==> config.mk <==
export PLATFORM = sky130hd
export DESIGN_NAME = lcd_cmd_seq
export DESIGN_NICKNAME = d
export VERILOG_FILES = /design/src/rtl/lcd_cmd_seq.sv
export SDC_FILE = /design/constraint.sdc
export NUM_CORES = 1
export LEC_CHECK = 0
export ABC_AREA = 1
export BUFFER_PORTS_ARGS = -buffer_cell sky130_fd_sc_hd__buf_2
export CORE_ASPECT_RATIO = 1.25
export CORE_MARGIN = 4
export CORE_UTILIZATION = 41
export CTS_CLUSTER_DIAMETER = 80
export DETAILED_ROUTE_END_ITERATION = 6
export MAX_ROUTING_LAYER = met4
export PLACE_DENSITY_LB_ADDON = 0.1
export SETUP_SLACK_MARGIN = 0.4
export SKIP_CTS_REPAIR_TIMING = 1
export SLEW_MARGIN = 10
export SYNTH_ARGS = -nofsm -noshare
export SYNTH_HDL_FRONTEND = slang
export SYNTH_SLANG_ARGS = --single-unit
export TNS_END_PERCENT = 1
==> constraint.sdc <==
create_clock -name clk -period 2 [get_ports clk]
set_clock_uncertainty 0.1 [all_clocks]
set_input_delay 0 -clock clk [delete_from_list [all_inputs] [get_ports clk]]
set_output_delay 0 -clock clk [all_outputs]
set_load 0.005 [all_outputs]
==> src/rtl/lcd_cmd_seq.sv <==
`default_nettype none
// ============================================================================
//  Module   : lcd_cmd_seq
//  Purpose  : Upstream command sequencer for the 8x8 LCD image controller.
//             It fetches a command script from a synchronous ROM and issues
//             one 4-bit command at a time. Before each issue it waits for
//             busy to go low, then tracks the busy acknowledge and the
//             command's completion.
//  Options  : LCD_CMD_SEQ_WATCHDOG_EN - abort the run if busy stays high in
//             WAIT_DONE for DONE_TO cycles.
//  Revision : 1.0 - initial release
// ============================================================================
module lcd_cmd_seq #(
    parameter int ADDR_W  = 6,
    parameter int ACK_TO  = 8,     // must be >= 2
    parameter int DONE_TO = 1024
) (
    input  logic              clk,
    input  logic              reset,
    input  logic              start,
    output logic              cq_rd,
    output logic [ADDR_W-1:0] cq_addr,
    input  logic [4:0]        cq_data,
    output logic [3:0]        cmd,
    output logic              cmd_valid,
    input  logic              busy,
    output logic [ADDR_W:0]   issued_cnt,
    output logic              seq_busy,
    output logic              seq_done,
    output logic              bad_cmd,
    output logic              err
);

    localparam logic [2:0] c_S_IDLE       = 3'd0;
    localparam logic [2:0] c_S_FETCH      = 3'd1;
    localparam logic [2:0] c_S_LATCH      = 3'd2;
    localparam logic [2:0] c_S_WAIT_READY = 3'd3;
    localparam logic [2:0] c_S_ISSUE      = 3'd4;
    localparam logic [2:0] c_S_WAIT_ACK   = 3'd5;
    localparam logic [2:0] c_S_WAIT_DONE  = 3'd6;
    localparam logic [2:0] c_S_FINISH     = 3'd7;

    localparam int c_ACK_W = $clog2(ACK_TO + 1);

    logic [2:0]        r_state;
    logic [2:0]        w_next;
    logic [ADDR_W-1:0] r_ptr;
    logic [3:0]        r_code;
    logic [3:0]        r_cmd;
    logic              r_cmd_valid;
    logic [ADDR_W:0]   r_issued;
    logic              r_seq_busy;
    logic              r_seq_done;
    logic              r_bad;
    logic              r_err;
    logic [c_ACK_W-1:0] r_ack_cnt;

    logic w_start_run;
    logic w_ptr_inc;
    logic w_set_bad;
    logic w_set_err;
    logic w_last;
    logic w_ack_hit;

    // The last ROM entry ends the run instead of wrapping back to address 0.
    assign w_last = (r_ptr == {ADDR_W{1'b1}});

    // WAIT_ACK cycle k after the strobe holds count k-1; firing at ACK_TO-2
    // makes err visible exactly ACK_TO cycles after the strobe cycle.
    assign w_ack_hit = (r_ack_cnt == c_ACK_W'(ACK_TO - 2));

`ifdef LCD_CMD_SEQ_WATCHDOG_EN
    localparam int c_WD_W = $clog2(DONE_TO + 1);

    logic [c_WD_W-1:0] r_wd_cnt;
    logic              w_wd_hit;

    assign w_wd_hit = (r_wd_cnt == c_WD_W'(DONE_TO - 1));

    // Watchdog counts WAIT_DONE cycles; it is zero on every entry.
    always_ff @(posedge clk) begin
        if (reset || (r_state != c_S_WAIT_DONE)) begin
            r_wd_cnt <= '0;
        end else begin
            r_wd_cnt <= r_wd_cnt + 1'b1;
        end
    end
`endif

    // State register.
    always_ff @(posedge clk) begin
        if (reset) begin
            r_state <= c_S_IDLE;
        end else begin
            r_state <= w_next;
        end
    end

    // Next-state logic and per-cycle control strobes.
    always_comb begin
        w_next      = r_state;
        w_start_run = 1'b0;
        w_ptr_inc   = 1'b0;
        w_set_bad   = 1'b0;
        w_set_err   = 1'b0;
        case (r_state)
            c_S_IDLE, c_S_FINISH: begin
                if (start) begin
                    w_start_run = 1'b1;
                    w_next      = c_S_FETCH;
                end
            end
            c_S_FETCH: begin
                w_next = c_S_LATCH;
            end
            c_S_LATCH: begin
                if (cq_data[4]) begin
                    w_next = c_S_FINISH;
                end else if (cq_data[3:2] == 2'b11) begin
                    w_set_bad = 1'b1;
                    w_ptr_inc = 1'b1;
                    w_next    = w_last ? c_S_FINISH : c_S_FETCH;
                end else if (busy) begin
                    w_next = c_S_WAIT_READY;
                end else begin
                    // Controller already idle: no extra WAIT_READY cycle.
                    w_next = c_S_ISSUE;
                end
            end
            c_S_WAIT_READY: begin
                if (!busy) begin
                    w_next = c_S_ISSUE;
                end
            end
            c_S_ISSUE: begin
                w_next = c_S_WAIT_ACK;
            end
            c_S_WAIT_ACK: begin
                if (busy) begin
                    w_next = c_S_WAIT_DONE;
                end else if (w_ack_hit) begin
                    w_set_err = 1'b1;
                    w_ptr_inc = 1'b1;
                    w_next    = w_last ? c_S_FINISH : c_S_FETCH;
                end
            end
            c_S_WAIT_DONE: begin
`ifdef LCD_CMD_SEQ_WATCHDOG_EN
                if (busy && w_wd_hit) begin
                    w_set_err = 1'b1;
                    w_next    = c_S_FINISH;
                end else
`endif
                if (!busy) begin
                    w_ptr_inc = 1'b1;
                    w_next    = w_last ? c_S_FINISH : c_S_FETCH;
                end
            end
            default: begin
                w_next = c_S_IDLE;
            end
        endcase
    end

    // Script pointer: restart at 0, advance after each entry, never wrap.
    always_ff @(posedge clk) begin
        if (reset || w_start_run) begin
            r_ptr <= '0;
        end else if (w_ptr_inc && !w_last) begin
            r_ptr <= r_ptr + 1'b1;
        end
    end

    // Capture the ROM word's code in LATCH for use from WAIT_READY.
    always_ff @(posedge clk) begin
        if (reset) begin
            r_code <= '0;
        end else if (r_state == c_S_LATCH) begin
            r_code <= cq_data[3:0];
        end
    end

    // Command strobe is high during the ISSUE cycle; cmd holds afterwards.
    always_ff @(posedge clk) begin
        if (reset) begin
            r_cmd       <= '0;
            r_cmd_valid <= 1'b0;
        end else begin
            r_cmd_valid <= (w_next == c_S_ISSUE);
            if (w_next == c_S_ISSUE) begin
                r_cmd <= (r_state == c_S_LATCH) ? cq_data[3:0] : r_code;
            end
        end
    end

    // Acknowledge timer: cleared in ISSUE, counts each WAIT_ACK cycle.
    always_ff @(posedge clk) begin
        if (reset || (r_state == c_S_ISSUE)) begin
            r_ack_cnt <= '0;
        end else if (r_state == c_S_WAIT_ACK) begin
            r_ack_cnt <= r_ack_cnt + 1'b1;
        end
    end

    // Issued-command counter, saturating.
    always_ff @(posedge clk) begin
        if (reset || w_start_run) begin
            r_issued <= '0;
        end else if ((r_state == c_S_ISSUE) && (r_issued != {(ADDR_W+1){1'b1}})) begin
            r_issued <= r_issued + 1'b1;
        end
    end

    // Run status and sticky error flags.
    always_ff @(posedge clk) begin
        if (reset) begin
            r_seq_busy <= 1'b0;
            r_seq_done <= 1'b0;
            r_bad      <= 1'b0;
            r_err      <= 1'b0;
        end else if (w_start_run) begin
            r_seq_busy <= 1'b1;
            r_seq_done <= 1'b0;
            r_bad      <= 1'b0;
            r_err      <= 1'b0;
        end else begin
            if (w_next == c_S_FINISH) begin
                r_seq_busy <= 1'b0;
                r_seq_done <= 1'b1;
            end
            if (w_set_bad) begin
                r_bad <= 1'b1;
            end
            if (w_set_err) begin
                r_err <= 1'b1;
            end
        end
    end

    assign cq_rd      = (r_state == c_S_FETCH);
    assign cq_addr    = r_ptr;
    assign cmd        = r_cmd;
    assign cmd_valid  = r_cmd_valid;
    assign issued_cnt = r_issued;
    assign seq_busy   = r_seq_busy;
    assign seq_done   = r_seq_done;
    assign bad_cmd    = r_bad;
    assign err        = r_err;

endmodule
`default_nettype wire
# --- After elaboration in Yosys (flattened, before gate mapping) ---
# Cells that the tools add are included.
totals:
  reg_bits: 33
  out_inout_bits: 23
  elab_cells: 59
classes:
  add_sub_neg: 3
  n_eq_ne: 13
  muxes: 23
  reduce_logical: 9
op_table:
  columns: ["operator", "n"]
  rows:
  - ["3-bit 2-to-1 mux", 9]
  - ["3-bit case mux with 7 select lines", 1]
  - ["3-bit equality test (second input constant)", 6]
  - ["1-bit 2-to-1 mux", 11]
  - ["7-bit by 1-bit adder with 7-bit output (second input constant)", 1]
  - ["7-bit inequality test (second input constant)", 1]
  - ["6-bit by 1-bit adder with 6-bit output (second input constant)", 1]
  - ["3-bit by 2-bit equality test with 1-bit output (second input constant)", 2]
  - ["6-bit equality test (second input constant)", 1]
  - ["4-bit by 1-bit adder with 4-bit output (second input constant)", 1]
  - ["4-bit by 3-bit equality test with 1-bit output (second input constant)", 1]
  - ["4-bit 2-to-1 mux", 1]
  - ["2-bit OR reduction", 2]
  - ["3-bit by 1-bit equality test with 1-bit output (second input constant)", 1]
  - ["3-bit zero test", 1]
  - ["1-bit case mux with 3 select lines", 1]
  - ["2-bit equality test (second input constant)", 1]
  - ["1-bit logical AND", 2]
  - ["1-bit logical OR", 2]
  - ["2-bit nonzero test", 1]
  - ["1-bit zero test", 1]

# --- Longest topological paths before layout ---
# Gate-level depths: netlist of run 1.
depth:
  ltp_word: 8
  mapped_depth: 12
  mapped_depth_nobuf: 12

# --- Worst setup path after synthesis of run 1 ---
# No wires, ideal clock.
synth_path:
  path_type: "flip-flop to flip-flop"
  startpoint: "register r_ptr[0] (netlist: cq_addr[0])"
  endpoint: "register r_cmd[0] (netlist: cmd[0])"
  setup_time_ns: 0.113
  arrival_time_ns: 1.504
  setup_slack_ns: 0.283
  path_stages_with_launch: 12
  period_less_slack_ns: 1.717
  path_cell_list: "dfxtp_1 > ha_1 > inv_1 > nor2_2 > nand2_1 > nand2_1 > a21oi_1 > nand4_2 > nor2_8 > nand2_1 > nand2_1 > nor2_1"
synth_via:
  elab_chain_cells: 6
synth_lines:
  columns: ["element", "line", "rtl"]
  rows:
  - ["start: declaration", "47", "logic [ADDR_W-1:0] r_ptr;"]
  - ["start signal: assignment", "170", "r_ptr <= r_ptr + 1'b1;"]
  - ["6-bit equality test *", "66", "assign w_last = (r_ptr == {ADDR_W{1'b1}});"]
  - ["3-bit 2-to-1 mux *", "122, 144, 156", null]
  - ["3-bit 2-to-1 mux, on equally long branches", "141, 119", null]
  - ["3-bit 2-to-1 mux, on equally long branches", "139, 117", null]
  - ["3-bit case mux with 7 select lines *", "106", "case (r_state)"]
  - ["3-bit equality test *", "190", "if (w_next == c_S_ISSUE) begin"]
  - ["end signal: assignment", "191", "r_cmd <= (r_state == c_S_LATCH) ? cq_data[3:0] : r_code;"]
  - ["end: declaration", "49", "logic [3:0] r_cmd;"]
# Every way passes the cells marked *; elsewhere a longest branch is shown, timed or not.
# A chain may end at the register's enable or synchronous reset.

# --- Final worst setup path of run 1 ---
layout_path:
  startpoint: "register r_issued[0] (netlist: issued_cnt[0])"
  endpoint: "register r_issued[3] (netlist: issued_cnt[3])"
layout_via:
  elab_chain_cells: 2
layout_lines:
  columns: ["element", "line", "rtl"]
  rows:
  - ["start: declaration", "51", "logic [ADDR_W:0] r_issued;"]
  - ["start signal: assignment", "210", "r_issued <= r_issued + 1'b1;"]
  - ["parallel branches: the longest is 2 deep, another holds 7-bit by 1-bit adder with 7-bit output", null, null]
# Several ways; the timed one is not identified.

==> metrics.log, run 1 <==
INFO  metric finish.net_count = 290
INFO  metric final_antenna_net_count = 0
INFO  metric worst_skew_pair.late_latency = 0.28 ns
INFO  metric post_synth_num_cell_types = 33
INFO  metric power.total = 2.29 mW
INFO  metric detailedRoute.firstPassIterationCount = 4
INFO  metric synthCells = 231
INFO  metric min_delay_worst_endpoint = r_code[3]
INFO  metric syn_area = 0.00169 mm2
INFO  metric avgSynthCellArea = 7.33 um2
INFO  metric timing.critical_path.fanout_max = 6
INFO  metric worst-r2r-setup-slack = 0.32 ns
INFO  metric critical_path_class = reg -> reg
INFO  metric cts_num_sinks = 33
INFO  metric setup.worst_path.start_class = flip-flop
INFO  metric power.density = 1040 mW/mm2
INFO  metric hold_viol_final = 1
INFO  metric floorplan.initialDensity = 0.437
INFO  metric detail_route.iter0.violations = 71
INFO  metric report.final.slew_viol_count = 0
INFO  metric globalRouteTotalUtil = 0.158
INFO  metric area.growth.synth_to_final = 29.2%
INFO  metric ys.warnings.count = 0
INFO  metric core-area = 0.00388 mm2
INFO  metric cts-buffers-inserted = 5
INFO  metric dr_total_vias = 1567
INFO  metric yosys.area.top_type = sky130_fd_sc_hd__dfxtp_1
INFO  metric max_slew.worst_pin.slew = 0.302 ns
INFO  metric most_repeated_cell_in_the_gate_level_netlist_after_synthesis = sky130_fd_sc_hd__nand2_1
INFO  metric cts_max_level = 2
INFO  metric vias_in_the_first_global_route = 1443
INFO  metric antennaDiodeCount = 0
INFO  metric final_util = 0.565
INFO  metric drive_above_1_share = 0.357
INFO  metric whs_path_depth = 3
INFO  metric detail_route.wl_per_cell = 11.1 um
INFO  metric synth.area.top_cells = sky130_fd_sc_hd__dfxtp_1, sky130_fd_sc_hd__nand2_1, sky130_fd_sc_hd__inv_1, sky130_fd_sc_hd__nor2_1, sky130_fd_sc_hd__a21oi_1
INFO  metric max_freq = 0.593 GHz
INFO  metric drt_drc_violations_left = 0
INFO  metric period_needed = 1.68 ns
INFO  metric period_share = 0.842
INFO  metric pin_count_of_the_biggest_net_entering_global_routing = 11
INFO  metric grt_antenna_before_repair = 0
INFO  metric synth_async_sr_flop_share = 0
INFO  metric timing.slew.headroom = 0.798
INFO  metric clkSlewWorstSetupHoldPaths = 0.06 ns
INFO  metric die_area = 0.00523 mm2
INFO  metric chipWidth = 65.5 um
INFO  metric worstHoldStart = cq_data[3]
INFO  metric power_leakage = 1.01 nW
INFO  metric critical_path.reg2reg.endpoint = issued_cnt[3]
INFO  metric post_route_hold_slack = -0.0766 ns
INFO  metric place.gp.congestion = 0.801
INFO  metric violations = hold timing
INFO  metric yosys-top-cells-count = sky130_fd_sc_hd__nand2_1, sky130_fd_sc_hd__dfxtp_1, sky130_fd_sc_hd__inv_1
INFO  metric grt_pass1_wl = 6310 um
INFO  metric critPathArrivalTime = 1.79 ns
INFO  metric fin_setup_tns = 0 ns
INFO  metric netlist.area_leader.share = 0.390
INFO  metric synth_nets = 244
INFO  metric yosysSeqAreaShare = 0.390
INFO  metric drv.max_cap_violation_count = 0
INFO  metric globalRoute.totalOverflow = 0
INFO  metric timing.rr.start = issued_cnt[0]
INFO  metric critPathRequiredTime = 2.11 ns
INFO  metric crit_path_end_kind = flip-flop
INFO  metric synth.ff_latch_count = 33
INFO  metric place.detailed.hpwl = 2780 um
INFO  metric die_height = 79.9 um
INFO  metric synth_edf_count = 0
INFO  metric fp-row-count = 25
INFO  metric ctsLongestPathBuffers = 2
INFO  metric status = finished, violations left
INFO  metric clk_root_buffer_cell = sky130_fd_sc_hd__clkbuf_8
INFO  metric vdd.ir_drop.worst = 878 uV
INFO  metric cts_tree = built
INFO  metric route.final.wire_length = 3680 um
INFO  metric num_io_pins = 32
INFO  metric ys_dominant_reg_cell = sky130_fd_sc_hd__dfxtp_1
INFO  metric setup_viols_final = 0
INFO  metric via_per_inst = 4.73
INFO  metric worst_hold_path_type = in -> reg
INFO  metric rsz0062_at_grt = yes
INFO  metric port-buffer-count = 31
INFO  metric ff2ff_path_depth = 9
kinds of logic (layout without fill, tap and decap cells):
group | after synthesis | after routing | share of synthesized area
xor gates and xnor gates | 2 | 2 | 0.0103
DFF | 33 | 33 | 0.390
adders and majority gates | 4 | 4 | 0.0295
AOI/OAI and AO/OA | 32 | 32 | 0.105
buffers and inverters | 37 | 83 | 0.0849
muxes | 4 | 4 | 0.0236
and+or+nand+nor | 119 | 119 | 0.357
cells in the final DEF, fill, tap and decap left out, types with 4 or more instances in the layout:
cell type                       synthesis  final
sky130_fd_sc_hd__a21oi_1               20     18
sky130_fd_sc_hd__mux2i_1                4      4
sky130_fd_sc_hd__nand3_1               14     11
sky130_fd_sc_hd__o21ai_1                5      5
sky130_fd_sc_hd__clkbuf_8               0      6
sky130_fd_sc_hd__nand3_2                3      6
sky130_fd_sc_hd__dlygate4sd3_1          0      5
sky130_fd_sc_hd__nand4_1                4      4
sky130_fd_sc_hd__inv_1                 28     26
sky130_fd_sc_hd__buf_4                  1      6
sky130_fd_sc_hd__dfxtp_1               33     26
sky130_fd_sc_hd__nor2_1                27     27
sky130_fd_sc_hd__nand2_2                5     14
sky130_fd_sc_hd__inv_2                  5      6
sky130_fd_sc_hd__buf_2                  0     31
sky130_fd_sc_hd__nand2_1               49     39
sky130_fd_sc_hd__dfxtp_2                0      4
how the worst max path moves through the flow:
stage | start | to | slack [ns]
floorplan | issued_cnt[0] | issued_cnt[5] | 0.40
global placement | r_state[1] | cmd[2] | 0.23
detailed placement | issued_cnt[0] | issued_cnt[3] | 0.21
CTS | issued_cnt[0] | issued_cnt[3] | 0.19
global route | cq_addr[0] | cmd[1] | 0.18
finish | issued_cnt[0] | issued_cnt[3] | 0.32
critical path, stage by stage, from the launching register on:
cell,delay (ns)
sky130_fd_sc_hd__dfxtp_1,0.38
sky130_fd_sc_hd__ha_2,0.23
sky130_fd_sc_hd__inv_1,0.07
sky130_fd_sc_hd__nor4_2,0.25
sky130_fd_sc_hd__nand2_1,0.10
sky130_fd_sc_hd__nand2_2,0.12
sky130_fd_sc_hd__inv_2,0.08
sky130_fd_sc_hd__nand2_1,0.10
sky130_fd_sc_hd__o21ai_1,0.07
sky130_fd_sc_hd__a21oi_1,0.13
through the flow:
step                      std cells  area (um2)  hold WS (ns)  worst slack [ns]
final                           331        2190       -0.0766             0.315
after global routing            331        2190       -0.0441             0.176
after CTS                       323        2050        -0.122             0.188
after detailed placement        316        1960         0.171             0.207
after global placement          316        1960         0.163             0.226
after floorplan                 231        1730        0.0656             0.400
where the power goes:
part | internal, mW | switching, mW | total, mW
sequential | 0.780 | 0.0903 | 0.870
combinational | 0.374 | 0.557 | 0.932
clock | 0.272 | 0.213 | 0.486
total | 1.43 | 0.861 | 2.29
area by class of cell:
| cell class | count | area (um2) |
|---|---|---|
| fillers | 423 | 1690 |
| multi-input cells | 161 | 977 |
| flip-flops and latches | 33 | 677 |
| repair buffers | 42 | 250 |
| inverters | 34 | 131 |
| clock buffers | 7 | 86.3 |
| well taps | 54 | 67.6 |
state kept, by name (all words and copies together), names as in the netlist:
signal / flops
cmd: 4
seq_busy: 1
cq_addr: 6
bad_cmd: 1
r_ack_cnt: 4
err: 1
seq_done: 1
r_state: 3
r_code: 4
issued_cnt: 7
cmd_valid: 1
metal layers:
layer	GRT usage	share of wire
met5	-	0
met4	0.0664	0.014
met3	0.0423	0.045
met2	0.257	0.47
met1	0.183	0.47
Power figures use the tool's default switching activity.
==> run 2: changes to the inputs <==
Clock period 2 ns to 1.66 ns, I/O delays scaled along.
==> run 2 against run 1 <==
Effect of this change: the run still ends with hold timing left; highest routed layer unchanged; sequential share of layout area shrank 3.1 points; register-to-register slack got worse by 0.30 ns; design area is 11% higher; hold slack better by 0.068 ns; largest power group unchanged.
==> metrics.log, run 2 (same netlist as run 1, synthesis figures left out) <==
INFO  metric setup.worst_path.start_class = flip-flop
INFO  metric largest_register_ffs = 7
INFO  metric whs_path_depth = 4
INFO  metric period_needed = 1.65 ns
INFO  metric power_leakage = 1.16 nW
INFO  metric place.gp.congestion = 0.781
INFO  metric place.detailed.hpwl = 2840 um
INFO  metric globalRouteTotalUtil = 0.159
INFO  metric timing.critical_path.fanout_max = 8
INFO  metric cts_tree = built
INFO  metric ctsLongestPathBuffers = 2
INFO  metric netSwitchingPower = 1.16 mW
INFO  metric grt_antenna_before_repair = 0
INFO  metric fp-row-count = 25
INFO  metric timing.slew.headroom = 0.786
INFO  metric layout.cells.most_common_list = sky130_fd_sc_hd__nand2_1, sky130_fd_sc_hd__buf_2, sky130_fd_sc_hd__nor2_1
INFO  metric route.final.wire_length = 3920 um
INFO  metric hold_viol_final = 6
INFO  metric drt_drc_violations_left = 0
INFO  metric setup_viols_final = 0
INFO  metric vias_in_the_first_global_route = 1480
INFO  metric antennaDiodeCount = 0
INFO  metric drive_above_1_share = 0.425
INFO  metric fill_count = 374
INFO  metric critical_path.reg2reg.endpoint = cmd[2]
INFO  metric num_io_pins = 32
INFO  metric die_area = 0.00523 mm2
INFO  metric final_antenna_net_count = 0
INFO  metric status = finished, violations left
INFO  metric dr_total_vias = 1656
INFO  metric max_freq = 0.607 GHz
INFO  metric clock_power_share = 0.198
INFO  metric area.growth.synth_to_final = 43.9%
INFO  metric detail_route.iter0.violations = 69
INFO  metric worst_hold_path_type = in -> reg
INFO  metric detail_route.wl_per_cell = 11.1 um
INFO  metric violations = hold timing
INFO  metric final_util = 0.629
INFO  metric die_height = 79.9 um
INFO  metric globalRoute.totalOverflow = 0
INFO  metric critPathArrivalTime = 1.73 ns
INFO  metric finish.net_count = 312
INFO  metric via_per_inst = 4.69
INFO  metric post-route-worst-setup-slack = 0.0134 ns
INFO  metric critical_path_class = reg -> reg
INFO  metric post_route_hold_slack = -0.00841 ns
INFO  metric rsz0062_at_grt = yes
INFO  metric ff2ff_path_depth = 12
INFO  metric worst-r2r-setup-slack = 0.01 ns
INFO  metric port-buffer-count = 31
INFO  metric p_int = 1.97 mW
INFO  metric worst_skew_pair.late_latency = 0.29 ns
INFO  metric max_slew.worst_pin.slew = 0.320 ns
INFO  metric comb_power_share = 0.462
INFO  metric power.density = 1280 mW/mm2
INFO  metric chipWidth = 65.5 um
INFO  metric power.total = 3.13 mW
INFO  metric cts_num_sinks = 33
INFO  metric clkSlewWorstSetupHoldPaths = 0.07 ns
INFO  metric grt_pass1_wl = 6190 um
INFO  metric core-area = 0.00388 mm2
INFO  metric pin_count_of_the_biggest_net_entering_global_routing = 11
INFO  metric worstHoldStart = start
INFO  metric crit_path_end_kind = flip-flop
INFO  metric period_share = 0.992
INFO  metric cts-buffers-inserted = 5
INFO  metric switching_share = 0.371
INFO  metric cts_max_level = 2
INFO  metric drv.max_cap_violation_count = 0
INFO  metric min_delay_worst_endpoint = seq_busy
INFO  metric dp_slack = -0.0738 ns
INFO  metric critPathRequiredTime = 1.75 ns
INFO  metric report.final.slew_viol_count = 0
INFO  metric vdd.ir_drop.worst = 917 uV
INFO  metric fin_setup_tns = 0 ns
INFO  metric detailedRoute.firstPassIterationCount = 4
INFO  metric floorplan.initialDensity = 0.437
INFO  metric layout_commonest_cell = sky130_fd_sc_hd__nand2_1
INFO  metric timing.rr.start = r_state[0]
INFO  metric seq_power_share = 0.340
INFO  metric clk_root_buffer_cell = sky130_fd_sc_hd__clkbuf_8
==> run 2: cell count changes in the layout (fill, tap and decap cells not counted), moves of 2 or more <==
| cell | before | now |
|---|---|---|
| sky130_fd_sc_hd__nand2_1 | 39 | 41 |
| sky130_fd_sc_hd__nand2_2 | 14 | 11 |
| sky130_fd_sc_hd__buf_6 | 0 | 6 |
| sky130_fd_sc_hd__mux2i_4 | 0 | 2 |
| sky130_fd_sc_hd__nor2_4 | 1 | 3 |
| sky130_fd_sc_hd__inv_4 | 1 | 4 |
| sky130_fd_sc_hd__mux2i_1 | 4 | 0 |
| sky130_fd_sc_hd__buf_4 | 6 | 22 |
| sky130_fd_sc_hd__inv_1 | 26 | 24 |
| sky130_fd_sc_hd__mux2i_2 | 0 | 2 |
==> run 2: worst max-delay path by stage <==
stage,from,endpoint,slack (ns),depth (start not counted)
after floorplan,cq_addr[1],cmd[0],0.06,11
after global placement,r_state[0],cmd[0],-0.04,10
after detailed placement,r_state[0],cmd[0],-0.07,10
after CTS,r_state[0],cmd[0],-0.08,10
after global routing,r_state[0],cmd[0],-0.1,12
final,r_state[0],cmd[2],0.01,12
==> run 2: power groups by stage <==
stage | registers (mW) | clock network, mW | logic [mW]
finish | 1.06 | 0.620 | 1.44
global route | 1.08 | 0.681 | 1.59
CTS | 1.02 | 0.643 | 1.19
detailed placement | 1.04 | 0 | 1.19
global placement | 1.04 | 0 | 1.18
floorplan | 1.03 | 0 | 0.816
==> run 2: stage by stage <==
| step | instance area [um2] | std cells | hold slack, ns |
|---|---|---|---|
| detailed placement | 2100 | 333 | 0.182 |
| finish | 2440 | 353 | -0.00841 |
| floorplan | 1740 | 231 | 0.0656 |
| global route | 2440 | 353 | 0.00570 |
| CTS | 2190 | 340 | -0.120 |
| global placement | 2100 | 333 | 0.176 |
==> run 2: layout make-up <==
cell class / count / area, um2 / share of cell area
Clock buffer: 6 / 82.6 / 0.0339
Clock inverter: 1 / 7.51 / 0.00308
Inverter: 34 / 138 / 0.0564
Multi-Input combinational cell: 161 / 1030 / 0.421
Sequential cell: 33 / 678 / 0.278
Tap cell: 54 / 67.6 / 0.0277
Timing Repair Buffer: 64 / 438 / 0.180
==> run 2: worst max-delay path, stage by stage, from the launching register on <==
cell and delay (ns):
sky130_fd_sc_hd__dfxtp_4 0.38, sky130_fd_sc_hd__inv_4 0.05, sky130_fd_sc_hd__nand2_4 0.07, sky130_fd_sc_hd__nor2_4 0.04
sky130_fd_sc_hd__buf_6 0.12, sky130_fd_sc_hd__o21ai_2 0.05, sky130_fd_sc_hd__nand2_2 0.07, sky130_fd_sc_hd__nor3_4 0.25
sky130_fd_sc_hd__nand2_4 0.10, sky130_fd_sc_hd__nor2_8 0.15, sky130_fd_sc_hd__nand2_1 0.07, sky130_fd_sc_hd__nand2_1 0.05
sky130_fd_sc_hd__nor2_1 0.04
==> run 2: per-layer routing <==
metal  track usage  vias up  wire, um
met2         0.244       29      1840
met5             -        -         0
met3        0.0437        6       123
met4        0.0809        0        51
li1              -      878         -
met1         0.189      743      1910
